**src/rtl/asym_buf_pkg.sv**
```systemverilog
// Shared types and constants for the asymmetric buffer playback sequencer.
package asym_buf_pkg;

  typedef enum logic [1:0] {IDLE, RUN, DRAIN} state_t;

  localparam int unsigned SKID_DEPTH = 2;

  // Ceiling log2; exact for the power-of-two width ratios used here.
  function automatic int unsigned log2(input int unsigned v);
    int unsigned r;
    r = 0;
    while ((64'd1 << r) < 64'(v)) r++;
    return r;
  endfunction

endpackage

```
**src/rtl/playback_skid_fifo.sv**
```systemverilog
// Two-entry skid FIFO holding narrow read words ahead of the output stream.
module playback_skid_fifo
  import asym_buf_pkg::*;
#(
  parameter int unsigned W = 4
) (
  input  logic         clk,
  input  logic         rstn,
  input  logic         flush_i,
  input  logic         push_i,
  input  logic         pop_i,
  input  logic [W-1:0] din_i,
  output logic [W-1:0] dout_o,
  output logic [1:0]   count_o
);

  logic [W-1:0] mem_q [SKID_DEPTH];
  logic         wr_ptr_q;
  logic         rd_ptr_q;
  logic [1:0]   count_q;
  logic [1:0]   count_d;

  always_comb begin
    count_d = count_q + 2'(push_i) - 2'(pop_i);
  end

  always_ff @(posedge clk) begin
    if (!rstn) begin
      wr_ptr_q <= 1'b0;
      rd_ptr_q <= 1'b0;
      count_q  <= '0;
      for (int unsigned i = 0; i < SKID_DEPTH; i++) mem_q[i] <= '0;
    end else if (flush_i) begin
      wr_ptr_q <= 1'b0;
      rd_ptr_q <= 1'b0;
      count_q  <= '0;
    end else begin
      if (push_i) begin
        mem_q[wr_ptr_q] <= din_i;
        wr_ptr_q        <= ~wr_ptr_q;
      end
      if (pop_i) rd_ptr_q <= ~rd_ptr_q;
      count_q <= count_d;
    end
  end

  assign dout_o  = mem_q[rd_ptr_q];
  assign count_o = count_q;

endmodule

```
**src/rtl/asym_buf_playback_ctrl.sv**
```systemverilog
// Load/playback sequencer for the write-wide/read-narrow buffer RAM:
// wide host writes in IDLE, credit-limited narrow reads streamed out in RUN/DRAIN.
module asym_buf_playback_ctrl
  import asym_buf_pkg::*;
#(
  parameter int unsigned DATAWIDTHA = 16,
  parameter int unsigned ADDRWIDTHA = 8,
  parameter int unsigned DATAWIDTHB = 4,
  parameter int unsigned ADDRWIDTHB = 10
) (
  input  logic                  clk,
  input  logic                  rstn,
  input  logic                  ld_valid,
  output logic                  ld_ready,
  input  logic [ADDRWIDTHA-1:0] ld_addr,
  input  logic [DATAWIDTHA-1:0] ld_data,
  input  logic                  start,
  input  logic                  stop,
  input  logic [ADDRWIDTHB-1:0] base,
  input  logic [ADDRWIDTHB:0]   length,
  input  logic                  loop,
  output logic                  busy,
  output logic                  done,
  output logic                  out_valid,
  input  logic                  out_ready,
  output logic [DATAWIDTHB-1:0] out_data,
  output logic                  ram_weA,
  output logic                  ram_enaA,
  output logic [ADDRWIDTHA-1:0] ram_addrA,
  output logic [DATAWIDTHA-1:0] ram_diA,
  output logic                  ram_enaB,
  output logic [ADDRWIDTHB-1:0] ram_addrB,
  input  logic [DATAWIDTHB-1:0] ram_doB
);

  localparam int unsigned RATIO     = DATAWIDTHA / DATAWIDTHB;
  localparam int unsigned LOG2RATIO = log2(RATIO);

  if ((ADDRWIDTHB != ADDRWIDTHA + LOG2RATIO) || ((1 << LOG2RATIO) != RATIO)) begin : g_cfg_check
    $error("asym_buf_playback_ctrl: inconsistent width/address parameters");
  end

  state_t                state_q, state_d;
  logic [ADDRWIDTHB-1:0] base_q, base_d;
  logic [ADDRWIDTHB:0]   len_q, len_d;
  logic [ADDRWIDTHB:0]   off_q, off_d;
  logic                  loop_q, loop_d;
  logic [1:0]            credits_q, credits_d;
  logic                  pend_q, pend_d;
  logic                  done_q, done_d;

  logic                  issue, flush, accept, wr, drain_done;
  logic                  fifo_push, fifo_pop, fifo_nonempty;
  logic [DATAWIDTHB-1:0] fifo_dout;
  logic [1:0]            fifo_count;

  playback_skid_fifo #(.W(DATAWIDTHB)) u_skid (
    .clk     (clk),
    .rstn    (rstn),
    .flush_i (flush),
    .push_i  (fifo_push),
    .pop_i   (fifo_pop),
    .din_i   (ram_doB),
    .dout_o  (fifo_dout),
    .count_o (fifo_count)
  );

  always_comb begin
    state_d    = state_q;
    base_d     = base_q;
    len_d      = len_q;
    off_d      = off_q;
    loop_d     = loop_q;
    done_d     = 1'b0;
    issue      = 1'b0;
    flush      = 1'b0;
    drain_done = 1'b0;

    // Empty FIFO falls through to the RAM output so the first word leaves one cycle after its read.
    fifo_nonempty = (fifo_count != '0);
    out_valid     = fifo_nonempty | pend_q;
    out_data      = fifo_nonempty ? fifo_dout : (pend_q ? ram_doB : '0);
    accept        = out_valid & out_ready;
    fifo_pop      = accept & fifo_nonempty;
    fifo_push     = pend_q & ~(accept & ~fifo_nonempty);

    unique case (state_q)
      IDLE: begin
        if (start && !stop) begin
          if (length == '0) begin
            done_d = 1'b1;
          end else begin
            base_d  = base;
            len_d   = length;
            loop_d  = loop;
            off_d   = '0;
            state_d = RUN;
          end
        end
      end
      RUN: begin
        if (stop) begin
          flush   = 1'b1;
          state_d = IDLE;
        end else if (credits_q < 2'(SKID_DEPTH)) begin
          issue = 1'b1;
          if (off_q == len_q - (ADDRWIDTHB+1)'(1)) begin
            off_d = '0;
            if (!loop_q) state_d = DRAIN;
          end else begin
            off_d = off_q + (ADDRWIDTHB+1)'(1);
          end
        end
      end
      DRAIN: begin
        if (stop) begin
          flush   = 1'b1;
          state_d = IDLE;
        end else if (accept && credits_q == 2'd1) begin
          drain_done = 1'b1;
          state_d    = IDLE;
        end
      end
      default: state_d = IDLE;
    endcase

    credits_d = flush ? '0 : credits_q + 2'(issue) - 2'(accept);
    pend_d    = issue;

    wr        = (state_q == IDLE) & ld_valid;
    ld_ready  = (state_q == IDLE);
    ram_enaA  = wr;
    ram_weA   = wr;
    ram_addrA = wr ? ld_addr : '0;
    ram_diA   = wr ? ld_data : '0;
    ram_enaB  = issue;
    ram_addrB = issue ? base_q + off_q[ADDRWIDTHB-1:0] : '0;
    busy      = (state_q != IDLE);
    done      = done_q | drain_done;
  end

  always_ff @(posedge clk) begin
    if (!rstn) begin
      state_q   <= IDLE;
      base_q    <= '0;
      len_q     <= '0;
      off_q     <= '0;
      loop_q    <= 1'b0;
      credits_q <= '0;
      pend_q    <= 1'b0;
      done_q    <= 1'b0;
    end else begin
      state_q   <= state_d;
      base_q    <= base_d;
      len_q     <= len_d;
      off_q     <= off_d;
      loop_q    <= loop_d;
      credits_q <= credits_d;
      pend_q    <= pend_d;
      done_q    <= done_d;
    end
  end

endmodule

```
**config.mk**
```make
export PLATFORM = sky130hd
export DESIGN_NAME = asym_buf_playback_ctrl
export DESIGN_NICKNAME = d
export VERILOG_FILES = /design/src/rtl/asym_buf_pkg.sv /design/src/rtl/playback_skid_fifo.sv /design/src/rtl/asym_buf_playback_ctrl.sv
export SDC_FILE = /design/constraint.sdc
export NUM_CORES = 1
export LEC_CHECK = 0
export CORE_UTILIZATION = 48
export CTS_BUF_LIST = sky130_fd_sc_hd__clkbuf_16
export DETAILED_ROUTE_END_ITERATION = 16
export PLACE_DENSITY_LB_ADDON = 0.25
export SLEW_MARGIN = 20
export SYNTH_ARGS = -nofsm -noshare
export SYNTH_HDL_FRONTEND = slang
export SYNTH_HIERARCHICAL = 1
export SYNTH_SLANG_ARGS = --single-unit
```
**constraint.sdc**
```tcl
create_clock -name clk -period 2.7 [get_ports clk]
set_input_delay 0.54 -clock clk [delete_from_list [all_inputs] [get_ports clk]]
set_output_delay 0.54 -clock clk [all_outputs]
set_load 0.02 [all_outputs]
```
==> results.txt, run 1 <==
----------------------------------------------------
[Run status]
  Outcome ... finished with violations
  Violated checks ... negative setup slack

[Finish]
  Antenna diodes ... 0
  Final layout net count ... approximately 630
  Layout cell share with drive strength beyond 1 ... 0.1877
  Count of placed standard cells in the final layout, fillers left out ... 650
  Layout Area Growth over Synthesis ... 45.49%

[Worst hold path]
  Kind of path behind the tightest hold check ... flop to flop

[Clocking]
  Buffer cell driving the clock tree root ... clkbuf_16
  Clock Latency Late Sink ... about 0.29 ns
  Number of buffers added by the clock tree synthesis step ... 5
  H-tree depth ... 2
  Clk slew on worst S/H paths ... around 0.07 ns
  Maximum clock path buffer count ... 2
  Count of clock tree sinks ... 52
  Total of hold buffers inserted after clock tree synthesis ... 0
  Clock tree from TritonCTS ... done

[Yosys]
  Dominant combinational cell family by area after synthesis ... simple AND/OR/NAND/NOR gates
  Simple-gate share of the synthesized area ... 0.2952
  Mapped cell area ... 3535 um^2
  Post-synthesis share of cell area spent on xor and xnor gates ... 0.08248
  Share of the synthesized area in compound gates (AO/OA/AOI/OAI) ... 0.1727
  Number of instances in the synthesized netlist ... between 400 and 500
  Sequential fraction of the synthesis area ... 0.3172
  Count of flip-flops with a built-in enable after synthesis ... 8
  Number of storage elements in the synthesis netlist ... between 50 and 60
  Ys flop type ... dfxtp_1
  Number of distinct library cell variants in the gate-level netlist after synthesis ... 67
  Synthesized area divided by synthesized cell count ... ~8.3 um^2
  Async set-reset flop share out of synthesis ... 0
  Fraction of synthesized area in multiplexers ... 0.01558
  YS warnings ... 6
  Post-synthesis share of cell area spent on full adders, half adders and majority gates ... 0.06938
  Post-Syn Nets ... 500

[Drt]
  Final routed wire length divided by cell count ... 16.67 um
  Vias after detailed routing ... around 3600
  Number of iterations in the first detailed-routing pass ... 4
  DR iter-0 viols ... 249
  Total Wirelength ... 10.83 mm
  DR vias/cell ... approximately 5.6
  Number of nets with antenna violations after routing ... 0
  Drt drc ... 0

[Worst setup path]
  Largest fanout of any net on the critical path ... 3
  Start-to-end type of the worst setup path ... flop to output pin
  Critical path startpoint category ... flop
  Endpoint class of the critical path ... output pin
  Data arrival time of the critical path ... ~2.2 ns
  Worst path required time ... 2.16 ns

[Timing]
  Max-slew headroom at the worst pin ... 0.5080
  Maximum clock frequency ... ~0.36 GHz
  Measured slew at the worst slew-check pin ... roughly 0.74 ns
  Setup-violating endpoint count in the final report ... 3
  Share of the clock period used by the worst path ... 1.022
  Minimum clock period after layout ... 2.759 ns
  Worst path setup slack after routing ... -0.05914 ns
  Final number of max-transition violations ... 0
  RSZ-0062 raised after global routing ... yes
  Worst clock skew on the final layout ... between 0.006 and 0.007 ns
  Final Hold Fails ... 0

[Die]
  Core outline area ... 6944 um^2
  Die Footprint ... ~7700 um^2
  Initial core utilization ... 0.5090
  Floorplan die height ... about 90 um
  Cell Rows ... 30
  I/O Pins ... between 100 and 150
  Die Span X ... 87.81 um

[Power]
  VDD IR-drop max ... ~0.27 mV
  Leakage power total ... 2.186 nW
  Power per cell area ... 442.4 nW/um^2

[Global routing]
  Maximum number of pins on one net before global-route repair ... 34
  Wire length of the first global-routing pass ... 17.06 mm
  Aggregate global routing overflow ... 0
  Number of antenna violations at the first check in global routing ... 0
  Overall routing resource usage ... 0.2867
  Vias in the first global route ... ~3500

[Placement]
  Final weighted congestion in routability-driven placement ... 0.8938
  DP Wirelength ... approximately 8.0 mm
  Placed cell count ... about 640
  Pre-CTS setup slack ... -0.3669 ns
  Number of port buffers ... 100

[Job]
  MaxCap Viol Count ... 0

----------------------------------------------------
==> layout by cell type (no fill, tap or decap), types with 8 or more instances in the layout <==
cell	count
clkdlybuf4s50_1	88
nand2_1	67
buf_4	44
dfxtp_1	40
and3_1	34
a21oi_1	30
xnor2_1	19
inv_1	17
nor2_1	17
ha_1	15
nor3_1	13
nand3_1	13
o21ai_0	9
nor4_1	8
xor2_1	8
edfxtp_1	8
==> cells in the mapped netlist (all sizes together) (3+ instances only) <==
library cell / n / area [um^2]
nor4b: 3 / 56.31
a211oi: 6 / 45.04
nor4: 8 / 50.05
nand4: 5 / 46.29
and2: 7 / 43.79
and3: 34 / 212.7
edfxtp: 8 / 240.2
nor2b: 5 / 33.78
mux2: 4 / 45.04
clkbuf: 16 / 60.06
nand2b: 6 / 37.54
ha: 18 / 225.2
inv: 18 / 67.56
dfxtp: 44 / 880.8
a21o: 7 / 52.55
nor2: 21 / 96.34
buf: 5 / 40.04
xnor2: 21 / 198.9
nand2: 67 / 251.5
nand3: 13 / 65.06
o21ai: 12 / 63.81
xor2: 8 / 70.07
a21oi: 32 / 160.2
o21bai: 3 / 22.52
nor3: 16 / 85.08
o22ai: 3 / 18.77
==> cells by family (layout without fill, tap and decap cells) <==
kind of cell	count (synthesis)	after routing
AND/OR/NAND/NOR	193	193
buffers and inverters	39	168
XOR/XNOR	30	30
multiplexers	5	5
adder cells (fa/ha/maj)	19	19
flip-flops	52	52
AO/OA/AOI/OAI	87	87
==> through the flow <==
stage | hold slack [ns] | power, mW | setup TNS (ns) | area (um^2) | util
floorplan | 0.4406 | 1.247 | 0 | 3540 | -
global placement | 0.4483 | 1.507 | -2.164 | 4871 | 0.7014
detailed placement | 0.4510 | 1.525 | -2.524 | 4871 | 0.7014
CTS | 0.4622 | 2.270 | -0.01692 | 5110 | 0.7359
global route | 0.4848 | 2.375 | -0.3961 | 5142 | 0.7405
finish | 0.4633 | 2.275 | -0.09625 | 5142 | 0.7405
==> metal layers <==
metal,vias to the layer above,track usage,wire (um)
met3,14,0.05184,796
met2,141,0.5208,5501
met5,-,0,0
met1,1693,0.3424,4315
met4,0,0.08495,219
li1,1770,-,-
==> registers in the layout (all words and copies together), names as in the netlist, named ones only <==
register	flops
credits_q	2
len_q	11
off_q	11
state_q	2
base_q	10
u_skid/wr_ptr_q	1
u_skid/rd_ptr_q	1
u_skid/mem_q	8
u_skid/count_o	2
done_q	1
loop_q	1
pend_q	1
==> critical path, stage by stage (launching register included) <==
cell and delay, ns:
dfxtp_4 0.37, ha_4 0.23, a21o_1 0.20, a21oi_2 0.17, o21bai_1 0.12, buf_4 0.15
a2111oi_4 0.31, nor4_1 0.10, nor3_2 0.12, buf_4 0.16
==> report_power, final <==
part	switching (mW)	internal, mW
clock network	0.307	0.441
registers	0.0450	0.824
logic	0.328	0.330
total	0.680	1.59
==> worst paths after layout <==
path                                             start                       to  slack (ns)  cells after the start
worst max register to register   len_q[0]$_SDFFE_PN0P_  state_q[0]$_SDFFE_PN0P_        0.25                      8
worst min-delay path            base_q[3]$_SDFFE_PN0P_   base_q[3]$_SDFFE_PN0P_        0.46                      2
worst max-delay path             off_q[1]$_SDFFE_PN0P_             ram_addrB[9]       -0.06                      9
worst min register to register  base_q[3]$_SDFFE_PN0P_   base_q[3]$_SDFFE_PN0P_        0.46                      2
==> layout make-up <==
| class | count | area (um^2) |
|---|---|---|
| flip-flops and latches | 52 | 1131 |
| repair buffers | 142 | 1306 |
| fillers | 490 | 1802 |
| well taps | 96 | 120.1 |
| inverters | 18 | 67.56 |
| clock buffers | 5 | 125.1 |
| clock inverters | 3 | 46.29 |
| multi-input cells | 334 | 2346 |
==> timing repair <==
action	in CTS	in global routing
setup endpoints to repair	43	39
resized for setup	46	17
buffers inserted	4	2
pin swaps	8	4
hold endpoints to repair	0	0
cloned	0	0
No activity file was read; power rests on OpenSTA's default activity.
==> run 2: changes to the inputs <==
CELL_PAD_IN_SITES_DETAIL_PLACEMENT = 1   (was default)
CELL_PAD_IN_SITES_GLOBAL_PLACEMENT = 1   (was default)
CORE_UTILIZATION = 35   (was 48)
CTS_CLUSTER_SIZE = 14   (was default)
SLEW_MARGIN = default   (was 20)
==> run 2 against run 1 <==
Compared with the run above:
- the flow still finishes with violations (negative setup slack)
- critical path depth shrank 1
- register-to-register slack gained 0.06 ns
- highest routed layer unchanged
- worst setup slack lost 0.015 ns
- count of clock-buffer cells in the layout is the same
- wire length grew 5.6%
- sequential power is essentially flat
- largest power group unchanged
- critical path type unchanged
- cell count grew 6.0%
==> results.txt, run 2 (synthesis gave the netlist of run 1 again) <==
----------------------------------------------------
[Run status]
  Outcome ... finished with violations (unchanged)
  Violated checks ... negative setup slack (unchanged)

[Timing]
  Maximum clock frequency ... 0.3605 GHz (was 0.3624 GHz)
  Share of the clock period used by the worst path ... 1.027 (was 1.022)
  Minimum clock period after layout ... 2.774 ns (was 2.759 ns)
  Setup-violating endpoint count in the final report ... 3 (unchanged)
  Final number of max-transition violations ... 0 (unchanged)
  Measured slew at the worst slew-check pin ... 1.151 ns (was 0.7371 ns)
  Worst clock skew on the final layout ... 0.009228 ns (was 0.006081 ns)
  Total negative setup slack ... -0.1640 ns (was -0.09625 ns)
  RSZ-0062 raised after global routing ... yes (unchanged)
  Worst path setup slack after routing ... -0.07412 ns (was -0.05914 ns)
  Final Hold Fails ... 0 (unchanged)
  Max-slew headroom at the worst pin ... 0.2299 (was 0.5080)

[Clocking]
  H-tree depth ... 2 (unchanged)
  Clock tree from TritonCTS ... done (unchanged)
  Clk slew on worst S/H paths ... 0.07 ns (about the same)
  Count of clock tree sinks ... 52 (unchanged)
  Clock Latency Late Sink ... 0.30 ns (was 0.29 ns)
  Total of hold buffers inserted after clock tree synthesis ... 0 (unchanged)
  Number of buffers added by the clock tree synthesis step ... 5 (unchanged)
  Buffer cell driving the clock tree root ... clkbuf_16 (unchanged)
  Maximum clock path buffer count ... 2 (unchanged)

[Finish]
  Registers with the most flip-flops ... len_q x11, off_q x11, base_q x10 (unchanged)
  Antenna diodes ... 0 (unchanged)
  Total of fill cells in the finished design ... 1185 (was 490)
  Commonest non-fill, non-tap cell in the layout ... clkdlybuf4s50_1 (unchanged)
  Layout Area Growth over Synthesis ... 46.73% (was 45.49%)
  Layout cell share with drive strength beyond 1 ... 0.1888 (was 0.1877)
  Commonest cells after routing, fill and taps aside ... clkdlybuf4s50_1, nand2_1, buf_4, dfxtp_1, and3_1 (unchanged)
  Final layout net count ... 630 (was 628)

[Drt]
  Vias after detailed routing ... 3559 (was 3618)
  Number of iterations in the first detailed-routing pass ... 4 (unchanged)
  Final routed wire length divided by cell count ... 16.61 um (was 16.67 um)
  DR iter-0 viols ... 147 (was 249)
  Total Wirelength ... 11.44 mm (was 10.83 mm)
  Number of nets with antenna violations after routing ... 0 (unchanged)
  Drt drc ... 0 (unchanged)
  DR vias/cell ... 5.165 (was 5.566)

[Worst setup path]
  Critical path's slowest cell ... dfxtp_4 (unchanged)
  Worst path required time ... 2.16 ns (about the same)
  Chain of cells forming the critical path ... ha_4 > a21o_1 > a21oi_2 > o21bai_4 > a21o_1 > a31oi_2 > mux2i_1 > buf_4 (was ha_4 > a21o_1 > a21oi_2 > o21bai_1 > buf_4 > a2111oi_4 > nor4_1 > nor3_2 > buf_4)
  Register-to-register path setup slack ... 0.31 ns (was 0.25 ns)
  Data arrival time of the critical path ... 2.23 ns (was 2.22 ns)
  Worst path most repeated cell ... a21o_1 (was buf_4)
  Start-to-end type of the worst setup path ... flop to output pin (unchanged)
  Kind of cell adding the most delay to the critical path ... compound AO/OA/AOI/OAI gates (unchanged)
  Critical path startpoint category ... flop (unchanged)
  Buffer and inverter count on the worst path ... 1 (was 2)
  Endpoint class of the critical path ... output pin (unchanged)
  Largest fanout of any net on the critical path ... 3 (unchanged)
  Delay of the slowest critical-path stage ... 0.36 ns (was 0.37 ns)

[Power]
  Overall power ... 2.184 mW (was 2.275 mW)
  Power per cell area ... 421.2 nW/um^2 (was 442.4 nW/um^2)
  VDD IR-drop max ... 0.2690 mV (was 0.2689 mV)
  Leakage power total ... 2.173 nW (was 2.186 nW)

[Job]
  MaxCap Viol Count ... 0 (unchanged)

[Worst hold path]
  Kind of path behind the tightest hold check ... flop to flop (unchanged)

[Placement]
  Pre-CTS setup slack ... -0.3320 ns (was -0.3669 ns)
  DP Wirelength ... 8.684 mm (was 7.998 mm)
  Final weighted congestion in routability-driven placement ... 0.7853 (was 0.8938)
  Number of port buffers ... 100 (unchanged)

[Die]
  Initial core utilization ... 0.3616 (was 0.5090)
  Floorplan die height ... 102.5 um (was 87.81 um)
  Die Span X ... 102.5 um (was 87.81 um)
  Core outline area ... 9774 um^2 (was 6944 um^2)
  I/O Pins ... 101 (unchanged)
  Cell Rows ... 36 (was 30)
  Die Footprint ... 10510 um^2 (was 7711 um^2)

[Global routing]
  Overall routing resource usage ... 0.2200 (was 0.2867)
  Vias in the first global route ... 3625 (was 3479)
  Aggregate global routing overflow ... 0 (unchanged)
  Wire length of the first global-routing pass ... 17.82 mm (was 17.06 mm)
  Number of antenna violations at the first check in global routing ... 0 (unchanged)
  Maximum number of pins on one net before global-route repair ... 32 (was 34)

----------------------------------------------------
## run 2: cell types whose count changed in the layout (fill, tap and decap cells not counted), moves of 2 or more
cell	previous run	this run
buf_4	44	47
buf_12	2	0
clkbuf_2	4	2
dlygate4sd2_1	2	4
o21bai_1	3	1
o21bai_4	0	2
## run 2: worst min-delay path, stage by stage (launching register included)
cell	delay, ns
dfxtp_1	0.32
nand2_1	0.06
a21oi_1	0.06
## run 2: area by class of cell
cell class / count / area [um^2] / share of cell area
Tap cell: 133 / 166.4 / 0.03209
Clock buffer: 5 / 125.1 / 0.02413
Inverter: 18 / 67.56 / 0.01303
Clock inverter: 3 / 25.02 / 0.004825
Multi-Input combinational cell: 334 / 2366 / 0.4562
Timing Repair Buffer: 144 / 1305 / 0.2516
Sequential cell: 52 / 1131 / 0.2181
## run 2: worst paths after layout
path | start | endpoint | cells past startpoint
hold reg to reg | base_q[6]$_SDFFE_PN0P_ | base_q[6]$_SDFFE_PN0P_ | 2
setup reg to reg | len_q[0]$_SDFFE_PN0P_ | state_q[0]$_SDFFE_PN0P_ | 8
setup / recovery | base_q[1]$_SDFFE_PN0P_ | ram_addrB[7] | 8
hold / removal | base_q[6]$_SDFFE_PN0P_ | base_q[6]$_SDFFE_PN0P_ | 2
## run 2: stage by stage
step	instances	hold slack [ns]	util	cell area (um^2)
floorplan	425	0.4406	-	3540
global placement	677	0.4520	0.5020	4907
detailed placement	677	0.4540	0.5020	4907
CTS	688	0.4775	0.5227	5109
global route	689	0.5010	0.5306	5186
finish	689	0.4775	0.5306	5186
## run 2: what timing repair did
item,in CTS,in global routing
hold endpoints to repair,0,0
pin swaps,5,3
setup endpoints to repair,42,22
resized for setup,42,20
setup buffers,3,1
## run 2: metal layers
metal / GRT usage / wire length (um) / vias up
met3: 0.02576 / 317 / 11
met4: 0.06154 / 159 / 0
li1: - / - / 1772
met2: 0.4113 / 6064 / 79
met1: 0.2633 / 4901 / 1697
met5: 0 / 0 / -
## run 2: power by group
part           switching [mW]  total (mW)  internal, mW
clock                   0.309       0.660         0.351
combinational           0.330       0.659         0.329
sequential             0.0425       0.866         0.824
total                   0.681        2.18          1.50
